===== src/rtl/mc_ctrl_pkg.sv =====
// Shared encodings for the multi-cycle MIPS-subset controller: state codes,
// opcode/funct values, ALU operation codes and datapath mux selects.
package mc_ctrl_pkg;

   typedef logic [3:0] state_t;

   localparam state_t S_IF    = 4'd0;
   localparam state_t S_ID    = 4'd1;
   localparam state_t S_EX_R  = 4'd2;
   localparam state_t S_WB_R  = 4'd3;
   localparam state_t S_EX_I  = 4'd4;
   localparam state_t S_WB_I  = 4'd5;
   localparam state_t S_ADDR  = 4'd6;
   localparam state_t S_MRD   = 4'd7;
   localparam state_t S_WB_LW = 4'd8;
   localparam state_t S_MWR   = 4'd9;
   localparam state_t S_BR    = 4'd10;
   localparam state_t S_JMP   = 4'd11;

   localparam logic [5:0] OP_RTYPE = 6'h00;
   localparam logic [5:0] OP_J     = 6'h02;
   localparam logic [5:0] OP_BEQ   = 6'h04;
   localparam logic [5:0] OP_BNE   = 6'h05;
   localparam logic [5:0] OP_ADDI  = 6'h08;
   localparam logic [5:0] OP_ADDIU = 6'h09;
   localparam logic [5:0] OP_SLTI  = 6'h0A;
   localparam logic [5:0] OP_ANDI  = 6'h0C;
   localparam logic [5:0] OP_ORI   = 6'h0D;
   localparam logic [5:0] OP_XORI  = 6'h0E;
   localparam logic [5:0] OP_LUI   = 6'h0F;
   localparam logic [5:0] OP_LW    = 6'h23;
   localparam logic [5:0] OP_SW    = 6'h2B;

   localparam logic [5:0] FN_ADD  = 6'h20;
   localparam logic [5:0] FN_ADDU = 6'h21;
   localparam logic [5:0] FN_SUB  = 6'h22;
   localparam logic [5:0] FN_SUBU = 6'h23;
   localparam logic [5:0] FN_AND  = 6'h24;
   localparam logic [5:0] FN_OR   = 6'h25;
   localparam logic [5:0] FN_XOR  = 6'h26;
   localparam logic [5:0] FN_NOR  = 6'h27;
   localparam logic [5:0] FN_SLT  = 6'h2A;
   localparam logic [5:0] FN_SLTU = 6'h2B;

   localparam logic [3:0] ALU_ADD  = 4'd0;
   localparam logic [3:0] ALU_SUB  = 4'd1;
   localparam logic [3:0] ALU_AND  = 4'd2;
   localparam logic [3:0] ALU_OR   = 4'd3;
   localparam logic [3:0] ALU_XOR  = 4'd4;
   localparam logic [3:0] ALU_NOR  = 4'd5;
   localparam logic [3:0] ALU_SLT  = 4'd6;
   localparam logic [3:0] ALU_SLTU = 4'd7;
   localparam logic [3:0] ALU_LUI  = 4'd8;
   localparam logic [3:0] ALU_ADDU = 4'd9;
   localparam logic [3:0] ALU_SUBU = 4'd10;

   localparam logic [1:0] PC_SRC_ALU    = 2'd0;
   localparam logic [1:0] PC_SRC_ALUOUT = 2'd1;
   localparam logic [1:0] PC_SRC_JUMP   = 2'd2;

   localparam logic [1:0] SRCB_REG     = 2'd0;
   localparam logic [1:0] SRCB_FOUR    = 2'd1;
   localparam logic [1:0] SRCB_IMM     = 2'd2;
   localparam logic [1:0] SRCB_IMM_SH2 = 2'd3;

   // Arithmetic, compare and address immediates are sign-extended; logical ones are not.
   function automatic logic ext_signed(input logic [5:0] op);
      return (op == OP_ADDI) || (op == OP_ADDIU) || (op == OP_SLTI) ||
             (op == OP_LW)   || (op == OP_SW)    ||
             (op == OP_BEQ)  || (op == OP_BNE);
   endfunction

endpackage


===== src/rtl/mc_alu_dec.sv =====
// ALU operation decoder shared by the R-type and I-type execute states.
// legal is low when op/funct name no ALU operation this decoder knows.
module mc_alu_dec
   import mc_ctrl_pkg::*;
(
   input  logic [5:0] op,
   input  logic [5:0] funct,
   output logic [3:0] alu_ctrl,
   output logic       legal
);

   always_comb begin
      alu_ctrl = ALU_ADD;
      legal    = 1'b1;
      if (op == OP_RTYPE) begin
         case (funct)
            FN_ADD:  alu_ctrl = ALU_ADD;
            FN_ADDU: alu_ctrl = ALU_ADDU;
            FN_SUB:  alu_ctrl = ALU_SUB;
            FN_SUBU: alu_ctrl = ALU_SUBU;
            FN_AND:  alu_ctrl = ALU_AND;
            FN_OR:   alu_ctrl = ALU_OR;
            FN_XOR:  alu_ctrl = ALU_XOR;
            FN_NOR:  alu_ctrl = ALU_NOR;
            FN_SLT:  alu_ctrl = ALU_SLT;
            FN_SLTU: alu_ctrl = ALU_SLTU;
            default: legal    = 1'b0;
         endcase
      end else begin
         case (op)
            OP_ADDI:  alu_ctrl = ALU_ADD;
            OP_ADDIU: alu_ctrl = ALU_ADDU;
            OP_SLTI:  alu_ctrl = ALU_SLT;
            OP_ANDI:  alu_ctrl = ALU_AND;
            OP_ORI:   alu_ctrl = ALU_OR;
            OP_XORI:  alu_ctrl = ALU_XOR;
            OP_LUI:   alu_ctrl = ALU_LUI;
            default:  legal    = 1'b0;
         endcase
      end
   end

endmodule


===== src/rtl/mc_ctrl_fsm.sv =====
// Multi-cycle main controller: sequences IF/ID/EX/MEM/WB and drives datapath controls.
// Optional CTRL_PERF_EN adds instr_retired and cycle_count counters.
module mc_ctrl_fsm
   import mc_ctrl_pkg::*;
#(
   parameter logic [3:0] MEM_WAIT_MAX = 4'd15
)(
   input  logic        clk,
   input  logic        rst_n,
   input  logic [5:0]  op,
   input  logic [5:0]  funct,
   input  logic        zero,
   input  logic        mem_ready,
   output logic        pc_write,
   output logic        pc_write_cond,
   output logic [1:0]  pc_src,
   output logic        ir_write,
   output logic        i_or_d,
   output logic        mem_read,
   output logic        mem_write,
   output logic        reg_write,
   output logic        reg_dst,
   output logic        mem_to_reg,
   output logic        alu_src_a,
   output logic [1:0]  alu_src_b,
   output logic [3:0]  alu_ctrl,
   output logic        ext_sign,
   output logic        illegal_instr,
   output logic        mem_timeout
`ifdef CTRL_PERF_EN
   ,
   output logic [31:0] instr_retired,
   output logic [31:0] cycle_count
`endif
);

   state_t     state, state_nx;
   logic [3:0] wcnt;
   logic [3:0] dec_alu;
   logic       dec_legal;
   logic       wait_st, timeout, known_op, id_illegal;

   mc_alu_dec u_alu_dec (
      .op       (op),
      .funct    (funct),
      .alu_ctrl (dec_alu),
      .legal    (dec_legal)
   );

   assign wait_st  = (state == S_IF) || (state == S_MRD) || (state == S_MWR);
   assign timeout  = wait_st && !mem_ready && (wcnt == MEM_WAIT_MAX);
   assign known_op = (op == OP_RTYPE) ? dec_legal
                   : (dec_legal || (op == OP_LW) || (op == OP_SW) ||
                      (op == OP_BEQ) || (op == OP_BNE) || (op == OP_J));
   assign id_illegal = (state == S_ID) && !known_op;

   always_comb begin
      state_nx = state;
      case (state)
         S_IF:    if (!timeout && mem_ready) state_nx = S_ID;
         S_ID: begin
            if (id_illegal)                          state_nx = S_IF;
            else if (op == OP_RTYPE)                 state_nx = S_EX_R;
            else if ((op == OP_LW) || (op == OP_SW)) state_nx = S_ADDR;
            else if ((op == OP_BEQ) || (op == OP_BNE)) state_nx = S_BR;
            else if (op == OP_J)                     state_nx = S_JMP;
            else                                     state_nx = S_EX_I;
         end
         S_EX_R:  state_nx = S_WB_R;
         S_EX_I:  state_nx = S_WB_I;
         S_ADDR:  state_nx = (op == OP_LW) ? S_MRD : S_MWR;
         S_MRD: begin
            if (timeout)        state_nx = S_IF;
            else if (mem_ready) state_nx = S_WB_LW;
         end
         S_MWR:   if (timeout || mem_ready) state_nx = S_IF;
         default: state_nx = S_IF;
      endcase
   end

   // Wait counter restarts whenever a memory wait ends, either by completion or by timeout.
   always_ff @(posedge clk or negedge rst_n) begin
      if (!rst_n) begin
         state    <= S_IF;
         wcnt     <= 4'd0;
         ext_sign <= 1'b0;
      end else begin
         state <= state_nx;
         if (!wait_st || mem_ready || timeout) wcnt <= 4'd0;
         else                                  wcnt <= wcnt + 4'd1;
         if (state == S_ID) ext_sign <= ext_signed(op);
      end
   end

   // Outputs are forced low while reset is held so no strobe escapes during an abort.
   always_comb begin
      pc_write      = 1'b0;
      pc_write_cond = 1'b0;
      pc_src        = PC_SRC_ALU;
      ir_write      = 1'b0;
      i_or_d        = 1'b0;
      mem_read      = 1'b0;
      mem_write     = 1'b0;
      reg_write     = 1'b0;
      reg_dst       = 1'b0;
      mem_to_reg    = 1'b0;
      alu_src_a     = 1'b0;
      alu_src_b     = SRCB_REG;
      alu_ctrl      = ALU_ADD;
      illegal_instr = 1'b0;
      mem_timeout   = 1'b0;
      if (rst_n) begin
         case (state)
            S_IF: begin
               mem_read  = 1'b1;
               alu_src_b = SRCB_FOUR;
               ir_write  = mem_ready;
               pc_write  = mem_ready;
            end
            S_ID:    alu_src_b = SRCB_IMM_SH2;
            S_EX_R: begin
               alu_src_a = 1'b1;
               alu_ctrl  = dec_alu;
            end
            S_WB_R: begin
               reg_write = 1'b1;
               reg_dst   = 1'b1;
            end
            S_EX_I: begin
               alu_src_a = 1'b1;
               alu_src_b = SRCB_IMM;
               alu_ctrl  = dec_alu;
            end
            S_WB_I:  reg_write = 1'b1;
            S_ADDR: begin
               alu_src_a = 1'b1;
               alu_src_b = SRCB_IMM;
            end
            S_MRD: begin
               i_or_d   = 1'b1;
               mem_read = 1'b1;
            end
            S_WB_LW: begin
               reg_write  = 1'b1;
               mem_to_reg = 1'b1;
            end
            S_MWR: begin
               i_or_d    = 1'b1;
               mem_write = 1'b1;
            end
            S_BR: begin
               // pc_write_cond carries the already-qualified condition: zero for beq, !zero for bne.
               alu_src_a     = 1'b1;
               alu_ctrl      = ALU_SUB;
               pc_src        = PC_SRC_ALUOUT;
               pc_write_cond = (op == OP_BNE) ? !zero : zero;
            end
            S_JMP: begin
               pc_write = 1'b1;
               pc_src   = PC_SRC_JUMP;
            end
            default: ;
         endcase
         illegal_instr = id_illegal;
         mem_timeout   = timeout;
      end
   end

`ifdef CTRL_PERF_EN
   logic retire;

   assign retire = (state != S_IF) && (state_nx == S_IF) && !timeout && !id_illegal;

   always_ff @(posedge clk or negedge rst_n) begin
      if (!rst_n) begin
         instr_retired <= 32'd0;
         cycle_count   <= 32'd0;
      end else begin
         cycle_count <= cycle_count + 32'd1;
         if (retire) instr_retired <= instr_retired + 32'd1;
      end
   end
`endif

endmodule


===== config.mk =====
export PLATFORM = sky130hd
export DESIGN_NAME = mc_ctrl_fsm
export DESIGN_NICKNAME = d
export VERILOG_FILES = /design/src/rtl/mc_ctrl_pkg.sv /design/src/rtl/mc_alu_dec.sv /design/src/rtl/mc_ctrl_fsm.sv
export SDC_FILE = /design/constraint.sdc
export NUM_CORES = 1
export LEC_CHECK = 0
export ABC_AREA = 0
export ABC_CLOCK_PERIOD_IN_PS = 3800
export CAP_MARGIN = 20
export CORE_UTILIZATION = 49
export CTS_CLUSTER_SIZE = 28
export DETAILED_ROUTE_END_ITERATION = 16
export PLACE_DENSITY = 0.85
export SLEW_MARGIN = 15
export SYNTH_ARGS = -nofsm -noshare
export SYNTH_HDL_FRONTEND = slang
export SYNTH_SLANG_ARGS = --single-unit

===== constraint.sdc =====
create_clock -name clk -period 3.8 [get_ports clk]
set_clock_uncertainty 0.05 [all_clocks]
set_input_delay 0.76 -clock clk [delete_from_list [all_inputs] [get_ports clk]]
set_output_delay 0.76 -clock clk [all_outputs]
set_load 0.01 [all_outputs]

Word-level counts from Yosys, hierarchy flattened
Index checks and enable logic that the tools add are counted.

operators by class
  reduce and logical (&&, ||, !) cells = 38
  add/subtract/negate cells = 1
  equal/unequal tests = 37
  multiplexer cells = 48

operators by type and width
  kind                                            count
  == test 6 bit (second input constant)           12
  two-way mux 4 bit                               13
  == test 6 x 4 -> 1 bit (second input constant)  7
  case mux 4 bit (9 select lines)                 1
  case mux 4 bit (7 select lines)                 1
  two-way mux 1 bit                               26
  case mux 4 bit (6 select lines)                 1
  == test 4 bit (second input constant)           5
  logical OR 1 bit                                18
  == test 4 x 3 -> 1 bit (second input constant)  4
  == test 6 x 3 -> 1 bit (second input constant)  2
  OR reduction 10 bit                             1
  == test 4 x 2 -> 1 bit (second input constant)  2
  case mux 4 bit (2 select lines)                 1
  OR reduction 2 bit                              4
  OR reduction 7 bit                              1
  == test 6 x 2 -> 1 bit (second input constant)  1
  logical NOT 6 bit                               1
  case mux 2 bit (3 select lines)                 1
  logical NOT 1 bit                               5
  adder 4 x 1 -> 4 bit (second input constant)    1
  == test 4 x 1 -> 1 bit (second input constant)  1
  logical AND 1 bit                               4
  logical NOT 4 bit                               1
  other kinds (8)                                 10

word-level totals
  word-level logic and storage cells = 127
  bits in registers = 9
  output and inout bits = 21
  input bits = 16

Logic depth before layout (Yosys ltp)
  depth in word-level cells = 14
  mapped depth = 6
  mapped depth without buffers = 5

Cells and area by module
A second synthesis with hierarchy kept.

unflattened totals
  cells, all modules = 151
  area total of the unflattened synthesis = 1,091.0 um2

by module, submodules not included
  module       instances  cells each  seq. area each (um2)  area each (um2)
  mc_ctrl_fsm  1          119         225.2                 880.8
  mc_alu_dec   1          32          0.0                   210.2

Least setup slack after synthesis
Ideal clock, no wire load.

  path kind = input port to output port
  start = input port op[5]
  end = output port alu_ctrl[0]
  required time = 2,990 ps
  arrival time = 1,891 ps
  buffers on the path = 1
  cell stages on the path = 5
  path slack = 1,099 ps
  cell sequence = buf_2 -> nor3_2 -> and4_4 -> a21oi_1 -> nor4_1

on the way
  word-level cells in the longest chain between the ends = 5
  elaborated cells on any way between the ends = 11
  those cells by class = 6 x eq/ne; 4 x mux; 1 x reduce/logical

RTL lines
  item                                 RTL line            text
  from (decl)                          mc_ctrl_fsm.sv:10   input logic [5:0] op,
  == test 6 x 4 -> 1 bit               mc_alu_dec.sv:30    case (op)
  case mux 4 bit (6 select lines)      mc_alu_dec.sv:30
  two-way mux 4 bit (*)                mc_alu_dec.sv:15    if (op == OP_RTYPE) begin
  case mux 4 bit (2 select lines) (*)  mc_ctrl_fsm.sv:113  case (state)
  two-way mux 4 bit (*)                mc_ctrl_fsm.sv:112  if (rst_n) begin
  to (decl)                            mc_ctrl_fsm.sv:26   output logic [3:0] alu_ctrl,

Mark *: on every way between the ends. The rest lies on a longest branch, timed or not.

Final worst setup path
  start = input port op[2]
  end = output port alu_ctrl[0]

Same word-level chain as after synthesis.

==> impl_results.md <==
- Run status: completed
- Number of placed instances with taps included: 202
- Finish-stage setup viols: 0
- Launch instance of the worst min-delay path: wcnt[0]
- Die X-Extent: 48.97 um
- Worst Reg-to-Reg Cells: 5
- Total grt overflow: 0
- Final sum of negative setup slack: 0 ps
- Tightest Hold Check Type: register to register
- Series of cell instances along the critical path: clkdlybuf4s50_1 -> nor2_2 -> and4_4 -> a21oi_1 -> nor4_1 -> clkdlybuf4s50_1
- Worst Hold Path EP: wcnt[0]
- Hold Violations, Final: 0
- Detailed-route wire length per cell: 13.78 um
- Number of enable flip-flop cells after synthesis: 0
- Worst vdd ir: 327.7 uV
- Number of maximum-capacitance violations: 0
- CTS Sinks: 9
- Yosys top cell area share: 20.83%
- Reg2reg end: state[3]
- Peak clock frequency supported by timing: 275.2 MHz
- Power per unit of standard cell area: 361.2 nW/um^2
- Root Buffer: sky130_fd_sc_hd__clkbuf_4
- Library cell occupying the most area in the post-synthesis netlist: sky130_fd_sc_hd__dfrtp_1
- Number of antenna violations at the first check in global routing: 0
- Post-synthesis instance total: 144
- Count of yosys warnings during synthesis: 0
- Number of nets in the layout: 197
- Flip-flop and latch count after synthesis: 9
- Data arrival time of the worst path: 2820 ps
- Global-route usage over all layers: 25.36%
- Maximum number of buffers from clock root to sink: 2
- Async set-reset flop share out of synthesis: 100.0%
- Final Non-Filler Cells: 206
- Area of the core region: 2022 um^2
- Multiplexer share of the synthesized area: 5.903%
- Synth top area cells: sky130_fd_sc_hd__dfrtp_1 21%, sky130_fd_sc_hd__nor2_1 6.9%, sky130_fd_sc_hd__nor3_1 4.2%, sky130_fd_sc_hd__nand2_1 3.8%, sky130_fd_sc_hd__a21oi_1 3.7%
- Final WL: 2839 um
- Number of remaining DRC errors: 0
- Area fraction in compound gates after synthesis: 18.40%
- Count of buffers inserted at the top-level ports: 36
- Endpoint kind of the worst setup timing path: primary output
- Via density per instance: 5.777
- Largest delay contributor family on the critical path: buffers and inverters
- CTS tree: yes
- Initial DRT Pass Iterations: 4
- Total count of max-transition violations in the final report: 0
- Num CTS Buffers: 3
- Synthesized net count: 161
- Period utilisation layout: 95.61%
- Register-to-register setup slack: 1960 ps
- CTS hold repair buffers: 0
- Initial standard-cell utilization of the core: 53.47%
- Number of cells on the worst hold path: 1
- Area added between synthesis and finish: 37.50%
- Final Wtd Congestion: 0.8472
- Most numerous cell in the Yosys netlist: sky130_fd_sc_hd__nor2_1
- Vias after detailed routing: 1190
- Transition time at the pin with the least slew margin: 665.9 ps
- Leak Pwr: 0.5681 nW
- Prevailing post-synth register cell: sky130_fd_sc_hd__dfrtp_1
- Buffer and inverter count on the worst path: 2
- Worst hold slack: 413.9 ps
- Most numerous cell types in the synthesized netlist: 20 x sky130_fd_sc_hd__nor2_1, 11 x sky130_fd_sc_hd__nand2_1, 9 x sky130_fd_sc_hd__dfrtp_1, 9 x sky130_fd_sc_hd__nor3_1, 8 x sky130_fd_sc_hd__a21oi_1
- Combinational family with the most area after synthesis: simple AND/OR/NAND/NOR gates
- Post-synthesis share of cell area spent on and, or, nand and nor gates: 40.63%
- Post-detail-place hpwl: 2291 um
- Vias in the first global route: 1067
- Cts repair resizes: 0
- H-tree depth reported by CTS: 1
- Fraction of the core area covered by cells at the end of the flow: 73.51%
- Biggest fanout along the worst timing path: 7
- Die Area: 2398 um^2
- Placed cell areas: 1460 um^2
- Clock insertion delay at the later pin of the skew report: 250 ps
- Count of antenna-violating nets left after detailed routing: 0
- Worst R2R Start: state[2]
- 1st-iter DRT viols: 41
- Setup repair after global routing missed its margin: false
- Row count: 16
- Max-Slew Margin vs Limit: 55.60%
- Largest net degree at the start of global routing: 21
- Synth cell types: 49
- Layout Cell Area excl Fill: 1486 um^2
- Arithmetic-cell share of the synthesized area counting full adders, half adders and majority gates: 1.157%
- Number of antenna diodes: 0
- Num ports: 37
- Kind of launch point of the worst setup path: primary input
- First-pass GRT wire length: 4864 um
- Ratio of cells with drive above 1 in the final layout: 12.85%
- WP data required: 2990 ps
- Chip Height: 48.97 um
- Mapped Area: 1081 um^2
- Max stage delay cell, worst path: sky130_fd_sc_hd__clkdlybuf4s50_1
- Mean cell area of the mapped netlist: 7.507 um^2
- Post-CTS setup buffer count: 0
- Largest stage delay on the critical path: 600 ps
- Most common cell on crit path: sky130_fd_sc_hd__clkdlybuf4s50_1
- Final critical delay including setup and external delays: 3633 ps
- Critical Setup Path Class: primary input to primary output
- Part of the Yosys area used for sequential elements: 20.83%
- Clock transition at path regs: 60 ps
- Post-synthesis share of cell area spent on xor and xnor gates: 6.481%
## how the worst max path moves through the flow
stage | from | to | cells past startpoint
finish | op[2] | alu_ctrl[0] | 6
global route | op[2] | alu_ctrl[0] | 6
CTS | op[1] | illegal_instr | 7
detailed placement | op[2] | alu_ctrl[0] | 6
global placement | op[1] | illegal_instr | 7
floorplan | op[5] | alu_ctrl[0] | 5
## layout make-up
class	instances	area, um^2
tap	27	33.78
sequential	9	225.2
multi-input combinational	121	784.5
timing repair buffer	42	405.4
inverter	3	11.26
fill	158	535.5
clock buffer	4	26.28
## report_power, final
part	internal (mW)	switching, mW
Clock	0.0403	0.0312
Sequential	0.117	0.0620
Combinational	0.149	0.137
Total	0.306	0.230
## sequential cells by signal, summed over array words and instances (netlist names)
register  flops
wcnt          4
ext_sign      1
state         4
## metrics by stage
step                worst slack (ps)  total power [mW]
floorplan                       1099            0.3636
global placement               217.7            0.4560
detailed placement             165.4            0.4631
CTS                            161.4            0.5378
global route                   75.03            0.5838
finish                         166.8            0.5369
## layer usage
| metal | GRT usage, % | up-vias | share of wire [%] |
|---|---|---|---|
| met4 | 4.412 | 0 | 0.28 |
| met5 | 0 | - | 0 |
| met3 | 1.869 | 2 | 5.4 |
| met2 | 42.59 | 43 | 49 |
| li1 | - | 594 | - |
| met1 | 35.84 | 551 | 45 |
## logic make-up (layout without fill, tap and decap cells)
| kind of cell | count (synthesis) | in the layout |
|---|---|---|
| buffers and inverters | 14 | 49 |
| and+or+nand+nor | 77 | 77 |
| adders and majority gates | 1 | 1 |
| xor gates and xnor gates | 8 | 8 |
| DFF | 9 | 9 |
| muxes | 6 | 6 |
| AOI/OAI and AO/OA | 29 | 29 |
## cells in the final DEF, fill, tap and decap left out, types with 4 or more instances in the layout
master / n
sky130_fd_sc_hd__nand3_1: 7
sky130_fd_sc_hd__buf_4: 6
sky130_fd_sc_hd__nor3_1: 9
sky130_fd_sc_hd__xnor2_1: 4
sky130_fd_sc_hd__clkdlybuf4s50_1: 36
sky130_fd_sc_hd__a21oi_1: 8
sky130_fd_sc_hd__dfrtp_1: 9
sky130_fd_sc_hd__xor2_1: 4
sky130_fd_sc_hd__nand2b_1: 6
sky130_fd_sc_hd__nand2_1: 11
sky130_fd_sc_hd__nor2_1: 20
No activity file was read; power rests on OpenSTA's default activity.
